==> config.mk <==
export PLATFORM = sky130hd
export DESIGN_NAME = mul_fac_rot_flat
export DESIGN_NICKNAME = d
export VERILOG_FILES = /design/src/rtl/mul_fac_rot_if.sv /design/src/rtl/mul_fac_rot.sv /design/src/flat_wrapper.sv
export SDC_FILE = /design/constraint.sdc
export NUM_CORES = 2
export LEC_CHECK = 0
export ABC_AREA = 1
export CAP_MARGIN = 5
export CORE_AREA = 4 4 504 506
export CTS_CLUSTER_DIAMETER = 100
export CTS_CLUSTER_SIZE = 16
export DETAILED_ROUTE_END_ITERATION = 10
export DIE_AREA = 0 0 508 510
export GPL_TIMING_DRIVEN = 0
export PLACE_DENSITY = 0.45
export SLEW_MARGIN = 30
export SYNTH_ARGS = -nofsm -noshare
export SYNTH_HDL_FRONTEND = slang
export SYNTH_SLANG_ARGS = --single-unit
==> constraint.sdc <==
create_clock -name clk -period 19.05 [get_ports clk]
set_clock_uncertainty 0.05 [all_clocks]
set_input_delay 1.905 -clock clk [delete_from_list [all_inputs] [get_ports clk]]
set_output_delay 1.905 -clock clk [all_outputs]
set_load 0.01 [all_outputs]
==> src/rtl/mul_fac_rot_if.sv <==
// Stream bundle for mul_fac_rot: input beat handshake, four WIDTH x DEPTH lane
// arrays in each direction, rotation controls and the saturation flag.
interface mul_fac_rot_if #(
  parameter int WIDTH = 10,
  parameter int DEPTH = 16
);
  logic                        in_valid;
  logic                        in_ready;
  logic                        auto_mode;
  logic [1:0]                  rot;
  logic [DEPTH-1:0][WIDTH-1:0] din_R_add;
  logic [DEPTH-1:0][WIDTH-1:0] din_R_sub;
  logic [DEPTH-1:0][WIDTH-1:0] din_Q_add;
  logic [DEPTH-1:0][WIDTH-1:0] din_Q_sub;

  logic                        out_valid;
  logic                        out_ready;
  logic [DEPTH-1:0][WIDTH-1:0] dout_R_add;
  logic [DEPTH-1:0][WIDTH-1:0] dout_R_sub;
  logic [DEPTH-1:0][WIDTH-1:0] dout_Q_add;
  logic [DEPTH-1:0][WIDTH-1:0] dout_Q_sub;
  logic                        out_last;

  logic                        sat_clr;
  logic                        sat_flag;

  modport master (
    output in_valid, auto_mode, rot, din_R_add, din_R_sub, din_Q_add, din_Q_sub,
           out_ready, sat_clr,
    input  in_ready, out_valid, dout_R_add, dout_R_sub, dout_Q_add, dout_Q_sub,
           out_last, sat_flag
  );

  modport slave (
    input  in_valid, auto_mode, rot, din_R_add, din_R_sub, din_Q_add, din_Q_sub,
           out_ready, sat_clr,
    output in_ready, out_valid, dout_R_add, dout_R_sub, dout_Q_add, dout_Q_sub,
           out_last, sat_flag
  );
endinterface

==> src/rtl/mul_fac_rot.sv <==
// Trivial-twiddle rotator: difference branch of every lane times (-j)^k, sum branch
// passed through, one-deep valid/ready register. MUL_FAC_ROT_SAT_EN enables saturation.
module mul_fac_rot #(
  parameter int WIDTH = 10,
  parameter int DEPTH = 16,
  parameter int BEATS = 8
) (
  input logic         clk,
  input logic         rst,
  mul_fac_rot_if.slave bus
);

  // At least two bits so beat_cnt[1:0] always exists for automatic rotation.
  localparam int CNT_W = (BEATS > 4) ? $clog2(BEATS) : 2;

  typedef logic [DEPTH-1:0][WIDTH-1:0] lanes_t;

  logic [CNT_W-1:0] beat_cnt;
  logic [1:0]       rot_q;
  logic [1:0]       k;
  logic             acc;
  logic             first_beat;
  logic             last_beat;
  lanes_t           rsub_nxt;
  lanes_t           qsub_nxt;

`ifdef MUL_FAC_ROT_SAT_EN
  localparam logic [WIDTH-1:0] MIN_VAL = {1'b1, {(WIDTH-1){1'b0}}};
  localparam logic [WIDTH-1:0] MAX_VAL = {1'b0, {(WIDTH-1){1'b1}}};

  // Only -MIN leaves the WIDTH-bit range, so a compare replaces the WIDTH+1 adder.
  function automatic logic [WIDTH-1:0] negate(input logic [WIDTH-1:0] x);
    return (x == MIN_VAL) ? MAX_VAL : -x;
  endfunction
`else
  function automatic logic [WIDTH-1:0] negate(input logic [WIDTH-1:0] x);
    return -x;
  endfunction
`endif

  assign bus.in_ready = !bus.out_valid || bus.out_ready;
  assign acc          = bus.in_valid && bus.in_ready;
  assign first_beat   = (beat_cnt == '0);
  assign last_beat    = (beat_cnt == CNT_W'(BEATS - 1));

  // NOTE: every variable written in a combinational block gets a default first so
  // no path leaves it unassigned and a latch cannot be inferred.
  always_comb begin
    k = rot_q;
    if (bus.auto_mode)   k = beat_cnt[1:0];
    else if (first_beat) k = bus.rot;
  end

  always_comb begin
    rsub_nxt = '0;
    qsub_nxt = '0;
    for (int i = 0; i < DEPTH; i++) begin
      case (k)
        2'd0: begin
          rsub_nxt[i] = bus.din_R_sub[i];
          qsub_nxt[i] = bus.din_Q_sub[i];
        end
        2'd1: begin
          rsub_nxt[i] = bus.din_Q_sub[i];
          qsub_nxt[i] = negate(bus.din_R_sub[i]);
        end
        2'd2: begin
          rsub_nxt[i] = negate(bus.din_R_sub[i]);
          qsub_nxt[i] = negate(bus.din_Q_sub[i]);
        end
        default: begin
          rsub_nxt[i] = negate(bus.din_Q_sub[i]);
          qsub_nxt[i] = bus.din_R_sub[i];
        end
      endcase
    end
  end

  // NOTE: sequential state uses non-blocking assignments so every register samples
  // the pre-edge values regardless of statement order.
  always_ff @(posedge clk or posedge rst) begin
    if (rst) begin
      beat_cnt <= '0;
      rot_q    <= '0;
    end else if (acc) begin
      beat_cnt <= last_beat ? '0 : beat_cnt + 1'b1;
      if (first_beat) rot_q <= bus.rot;
    end
  end

  // NOTE: the wide data registers are reset because the outputs must read zero
  // during and after reset; pure storage would normally be left unreset.
  always_ff @(posedge clk or posedge rst) begin
    if (rst) begin
      bus.out_valid  <= 1'b0;
      bus.out_last   <= 1'b0;
      bus.dout_R_add <= '0;
      bus.dout_R_sub <= '0;
      bus.dout_Q_add <= '0;
      bus.dout_Q_sub <= '0;
    end else if (acc) begin
      bus.out_valid  <= 1'b1;
      bus.out_last   <= last_beat;
      bus.dout_R_add <= bus.din_R_add;
      bus.dout_R_sub <= rsub_nxt;
      bus.dout_Q_add <= bus.din_Q_add;
      bus.dout_Q_sub <= qsub_nxt;
    end else if (bus.out_ready) begin
      bus.out_valid  <= 1'b0;
    end
  end

`ifdef MUL_FAC_ROT_SAT_EN
  logic sat_hit;

  // Flag only negations that the selected rotation actually uses.
  always_comb begin
    sat_hit = 1'b0;
    for (int i = 0; i < DEPTH; i++) begin
      case (k)
        2'd1:    sat_hit = sat_hit | (bus.din_R_sub[i] == MIN_VAL);
        2'd2:    sat_hit = sat_hit | (bus.din_R_sub[i] == MIN_VAL)
                                   | (bus.din_Q_sub[i] == MIN_VAL);
        2'd3:    sat_hit = sat_hit | (bus.din_Q_sub[i] == MIN_VAL);
        default: sat_hit = sat_hit;
      endcase
    end
  end

  always_ff @(posedge clk or posedge rst) begin
    if (rst)                  bus.sat_flag <= 1'b0;
    else if (acc && sat_hit)  bus.sat_flag <= 1'b1;
    else if (bus.sat_clr)     bus.sat_flag <= 1'b0;
  end
`else
  logic sat_clr_unused;
  assign sat_clr_unused = bus.sat_clr;
  assign bus.sat_flag   = 1'b0;
`endif

endmodule
==> src/flat_wrapper.sv <==
// flat-port wrapper written by rule: the top's interface ports become plain ports
module mul_fac_rot_flat 
#(
  parameter int WIDTH = 10,
  parameter int DEPTH = 16,
  parameter int BEATS = 8
)
  (clk, rst, bus_in_valid, bus_auto_mode, bus_rot, bus_din_R_add, bus_din_R_sub, bus_din_Q_add, bus_din_Q_sub, bus_out_ready, bus_sat_clr, bus_in_ready, bus_out_valid, bus_dout_R_add, bus_dout_R_sub, bus_dout_Q_add, bus_dout_Q_sub, bus_out_last, bus_sat_flag);
  mul_fac_rot_if #(.WIDTH(WIDTH), .DEPTH(DEPTH)) bus_i ();
  input logic clk;
  input logic rst;
  input wire logic [$bits(bus_i.in_valid)-1:0] bus_in_valid;
  input wire logic [$bits(bus_i.auto_mode)-1:0] bus_auto_mode;
  input wire logic [$bits(bus_i.rot)-1:0] bus_rot;
  input wire logic [$bits(bus_i.din_R_add)-1:0] bus_din_R_add;
  input wire logic [$bits(bus_i.din_R_sub)-1:0] bus_din_R_sub;
  input wire logic [$bits(bus_i.din_Q_add)-1:0] bus_din_Q_add;
  input wire logic [$bits(bus_i.din_Q_sub)-1:0] bus_din_Q_sub;
  input wire logic [$bits(bus_i.out_ready)-1:0] bus_out_ready;
  input wire logic [$bits(bus_i.sat_clr)-1:0] bus_sat_clr;
  output wire logic [$bits(bus_i.in_ready)-1:0] bus_in_ready;
  output wire logic [$bits(bus_i.out_valid)-1:0] bus_out_valid;
  output wire logic [$bits(bus_i.dout_R_add)-1:0] bus_dout_R_add;
  output wire logic [$bits(bus_i.dout_R_sub)-1:0] bus_dout_R_sub;
  output wire logic [$bits(bus_i.dout_Q_add)-1:0] bus_dout_Q_add;
  output wire logic [$bits(bus_i.dout_Q_sub)-1:0] bus_dout_Q_sub;
  output wire logic [$bits(bus_i.out_last)-1:0] bus_out_last;
  output wire logic [$bits(bus_i.sat_flag)-1:0] bus_sat_flag;
  assign bus_i.in_valid = bus_in_valid;
  assign bus_i.auto_mode = bus_auto_mode;
  assign bus_i.rot = bus_rot;
  assign bus_i.din_R_add = bus_din_R_add;
  assign bus_i.din_R_sub = bus_din_R_sub;
  assign bus_i.din_Q_add = bus_din_Q_add;
  assign bus_i.din_Q_sub = bus_din_Q_sub;
  assign bus_i.out_ready = bus_out_ready;
  assign bus_i.sat_clr = bus_sat_clr;
  assign bus_in_ready = bus_i.in_ready;
  assign bus_out_valid = bus_i.out_valid;
  assign bus_dout_R_add = bus_i.dout_R_add;
  assign bus_dout_R_sub = bus_i.dout_R_sub;
  assign bus_dout_Q_add = bus_i.dout_Q_add;
  assign bus_dout_Q_sub = bus_i.dout_Q_sub;
  assign bus_out_last = bus_i.out_last;
  assign bus_sat_flag = bus_i.sat_flag;
  mul_fac_rot #(.WIDTH(WIDTH), .DEPTH(DEPTH), .BEATS(BEATS)) u_core (.clk(clk), .rst(rst), .bus(bus_i));
endmodule
# Word-level counts from Yosys, hierarchy flattened
# Index checks and enable logic that the tools add are counted.
word_totals:
  reg_bits: 647
  latchBits: 0
  mem_bits_rw: 0
  mem_bits_ro: 0
  elab_cells: 147
  mem_count: 0
classes:
  addsub: 33
  mul: 0
  n_div: 0
  magnitude_cmp: 0
  n_eq_ne: 3
  shifts: 0
  muxes: 37
  n_bitwise: 0
  reduce_logical: 6
ops:
  columns: ["op", "n"]
  rows:
  - ["10-bit one-hot mux with 3 select lines", 32]
  - ["10-bit negation", 32]
  - ["2-bit two-way mux", 2]
  - ["3-bit by 1-bit adder with 3-bit output (second input constant)", 1]
  - ["3-bit equality test (second input constant)", 1]
  - ["3-bit logical NOT", 1]
  - ["3-bit two-way mux", 1]
  - ["2-bit by 1-bit equality test with 1-bit output (second input constant)", 1]
  - ["2-bit equality test (second input constant)", 1]
  - ["2-bit logical NOT", 1]
  - ["1-bit two-way mux", 2]
  - ["2-bit nonzero test", 1]
  - ["1-bit logical AND", 1]
  - ["1-bit logical NOT", 1]
  - ["1-bit logical OR", 1]

# Logic depth before layout (Yosys ltp)
logic_depth:
  depth_word: 5
  mapped_depth: 15
  depth_no_buf: 13

# Least setup slack after synthesis
# OpenSTA, ideal clock, no wires.
synth_timing:
  path_type: "input to output"
  startpoint: "in bus_out_ready"
  endpoint: "out bus_in_ready"
  t_arrival_ns: 2.039
  path_slack_ns: 15.056
  cell_stages: 2
  n_path_buf: 0
  cell_sequence: "inv_1 > nand2_1"
synth_between:
  elab_chain_cells: 1
synth_rtl:
  columns: ["element", "line", "text"]
  rows:
  - ["start, declared", "flat_wrapper.sv:19", "input wire logic [$bits(bus_i.out_ready)-1:0] bus_out_ready;"]
  - ["1-bit logical OR", "mul_fac_rot.sv:41", "assign bus.in_ready = !bus.out_valid || bus.out_ready;"]
  - ["end, declared", "flat_wrapper.sv:21", "output wire logic [$bits(bus_i.in_ready)-1:0] bus_in_ready;"]
# No other way between the ends.

# Final worst setup path
# Same ends and word-level chain as after synthesis.

==> flow_summary.ini <==
[outcome]
status = complete, no violations

[global_routing]
grt_max_degree = 30
antenna_found_initial = 190
grt_overflow = 0
grt_pass1_vias = 46500
grt_pass1_wl_um = 463000
grtUsageTotal_pct = 26.8

[sta]
post-route-min-period_ns = 5.21
rsz0062_at_grt = no
setup_ws_ns = 13.84
relSlewSlack_pct = 28.7
hold_viol_final = 0
fmax_mhz = 192
period_share_pct = 27.3
tightest_slew_ns = 1.07
slew_violations = 0
setup_viol = 0
fin_tns_setup_ns = 0

[synth]
synth_compound_area_share_pct = 9.00
synth_edf_count = 0
synth-async-reset-ratio_pct = 100
syn_avg_cell_area_um2 = 6.55
yosys_most_used_dff = dfrtp_1
synth_nets = 6660
synth_top_area_share_pct = 41.3
synth.top_cells.by_count = nand2_1 (2,706), dfrtp_1 (647), inv_1 (548)
yosys_warnings = 0
synth_top_family_by_area = simple AND/OR/NAND/NOR gates
synth_area_um2 = 39200
synth_most_common_cell = nand2_1
synth.mux.area_fraction_pct = 0
ys_seq_elements = 647
synth_cells = 5977
yosysSeqAreaShare_pct = 41.3
synth-simple-area-share_pct = 36.7
synth_fa_ha_area_share_pct = 1.12
synth-xor-area-share_pct = 3.02
synth_area_leaders = dfrtp_1 (41%), nand2_1 (26%), o21ai_0 (6.0%)
synth_cell_types = 34
synth.largest_area_cell = dfrtp_1

[detailed_routing]
via_per_inst = 4.51
drc_errors = 0
wire_per_inst_um = 33.5
via_count = 49000
wl_um = 363000
postRouteAntennaNets = 0
first_pass_iters = 6
drtIter0Drc = 5144

[floorplanning]
die_w_um = 508
rows = 184
die_h_um = 510
start_util_pct = 15.7
die_area_um2 = 259000
io_pins = 1292
core-area_um2 = 250000

[final_layout]
syn_to_final_growth_pct = 53.7
drive_above_1_share_pct = 5.52
final_net_count = 8082

[worst_setup_path]
worstSetupPathType = primary input to primary output
worstPathArrival_ns = 3.25
critPathRequiredTime_ns = 17.09
crit_path_start_kind = primary input
rr_worst_depth = 13
crit_fanout = 3
cp-end-kind = primary output

[clock_tree]
clockRootBuffer = clkbuf_16
cts_setup_buffers = 0
cts_hold_buffers = 0
cts_buffers = 58
cts.repair.resized = 0
clkLatencyLatePin_ns = 0.76
clk_pin_slew_worst_paths_ns = 0.07
clockBufferDepth = 3
cts.sinks = 647
cts_tree = built
cts_htree_levels = 2

[place]
dp_hpwl_um = 297000
place_ws_ns = 13.55
routabilityCongestion = 0.957
io_buffer_count = 1289

[run]
drv_cap = 0

[worst_hold_path]
hold_path_depth = 2
min_path_type = flop to flop

[pwr]
cellPowerDensity_nw_per_um2 = 137
ir_worst_vdd_v = 0.000118
p_leak_nw = 29.2
[critical path, cell delays in order]
cell	delay, ns
clkdlybuf4s50_1	0.46
inv_1	0.04
nand2_1	0.19
clkdlybuf4s50_1	0.66
[sequential cells by signal, indices dropped and copies added (netlist names)]
signal	cells
u_core.beat_cnt	3
u_core.bus.dout_Q_add	160
u_core.bus.dout_R_sub	160
u_core.rot_q	2
u_core.bus.out_last	1
u_core.bus.out_valid	1
u_core.bus.dout_R_add	160
u_core.bus.dout_Q_sub	160
[power by group]
part	internal, W	switching [W]
Sequential	0.00179	0.000309
Combinational	0.00161	0.00326
Clock	0.000620	0.000679
Total	0.00401	0.00425
[final timing paths]
check	from	to	slack (ns)
worst max-delay path	bus_out_ready	bus_in_ready	13.84
worst min-delay path	u_core.bus.dout_Q_add[63]$_DFFE_PP0P_	u_core.bus.dout_Q_add[63]$_DFFE_PP0P_	0.43
worst max register to register	u_core.beat_cnt[0]$_DFFE_PP0P_	u_core.bus.dout_R_sub[9]$_DFFE_PP0P_	15.42
worst min register to register	u_core.bus.dout_Q_add[63]$_DFFE_PP0P_	u_core.bus.dout_Q_add[63]$_DFFE_PP0P_	0.43
max in group asynchronous	rst	u_core.bus.dout_R_sub[147]$_DFFE_PP0P_	14.96
min in group asynchronous	rst	u_core.bus.dout_R_add[31]$_DFFE_PP0P_	1.53
[routing by layer]
| layer | vias up | share of wire, % | GRT usage, % |
|---|---|---|---|
| li1 | 21500 | - | - |
| met1 | 23800 | 37 | 30.3 |
| met2 | 2845 | 48 | 46.6 |
| met3 | 696 | 8.6 | 7.03 |
| met4 | 94 | 6.0 | 13.7 |
| met5 | - | 0.16 | 0 |
[final cells by class]
cell class | count | area, um2
repair buffers | 1362 | 14700
well taps | 3348 | 4190
inverters | 551 | 2070
clock inverters | 27 | 334
clock buffers | 67 | 1550
fillers | 27900 | 190000
diodes | 70 | 175
flip-flops and latches | 647 | 16200
multi-input cells | 4472 | 19500
plain buffers | 307 | 1510
[cells by family after synthesis]
group                    count (synthesis)
adder cells (fa/ha/maj)                 35
other                                    1
AO/OA/AOI/OAI                          672
buffers and inverters                  858
AND/OR/NAND/NOR                       3629
flip-flops                             647
XOR/XNOR                               135
[stage by stage]
step	total power, W	std cells	hold WS, ns	area (um2)	utilization, %
3_5_place_dp	0.00694	10700	0.414	58200	23.3
2_1_floorplan	0.00365	5977	0.465	39200	-
5_1_grt	0.00855	10800	0.446	60100	24.1
6_report	0.00826	10900	0.430	60200	24.1
4_1_cts	0.00829	10800	0.434	60100	24.0
3_3_place_gp	0.00673	10600	0.411	56300	22.5
[cells in the final DEF, fill, tap and decap left out, types with 3 or more instances in the layout]
| master | count |
|---|---|
| clkinvlp_4 | 5 |
| xnor2_1 | 40 |
| nor3_1 | 7 |
| nor2_4 | 4 |
| clkbuf_2 | 86 |
| nand2_1 | 2706 |
| o21bai_1 | 13 |
| inv_1 | 547 |
| nand2_2 | 7 |
| clkbuf_16 | 59 |
| o21ai_1 | 76 |
| a31oi_1 | 11 |
| clkbuf_8 | 4 |
| buf_12 | 23 |
| nor2_1 | 438 |
| inv_8 | 3 |
| clkinv_2 | 4 |
| nand3_1 | 396 |
| buf_4 | 7 |
| nand3b_1 | 3 |
| a21oi_1 | 53 |
| buf_16 | 46 |
| o211ai_1 | 46 |
| dfrtp_1 | 647 |
| clkdlybuf4s50_1 | 1289 |
| buf_6 | 9 |
| o21ai_0 | 473 |
| or2_0 | 22 |
| or2_2 | 4 |
| and2_1 | 3 |
| xor2_1 | 95 |
| nand4_1 | 34 |
| buf_8 | 4 |
| clkbuf_1 | 84 |
| clkinv_8 | 8 |
| clkinv_4 | 3 |
| diode_2 | 70 |
| ha_1 | 35 |
| buf_2 | 123 |
(Power assumes the default switching activity.)
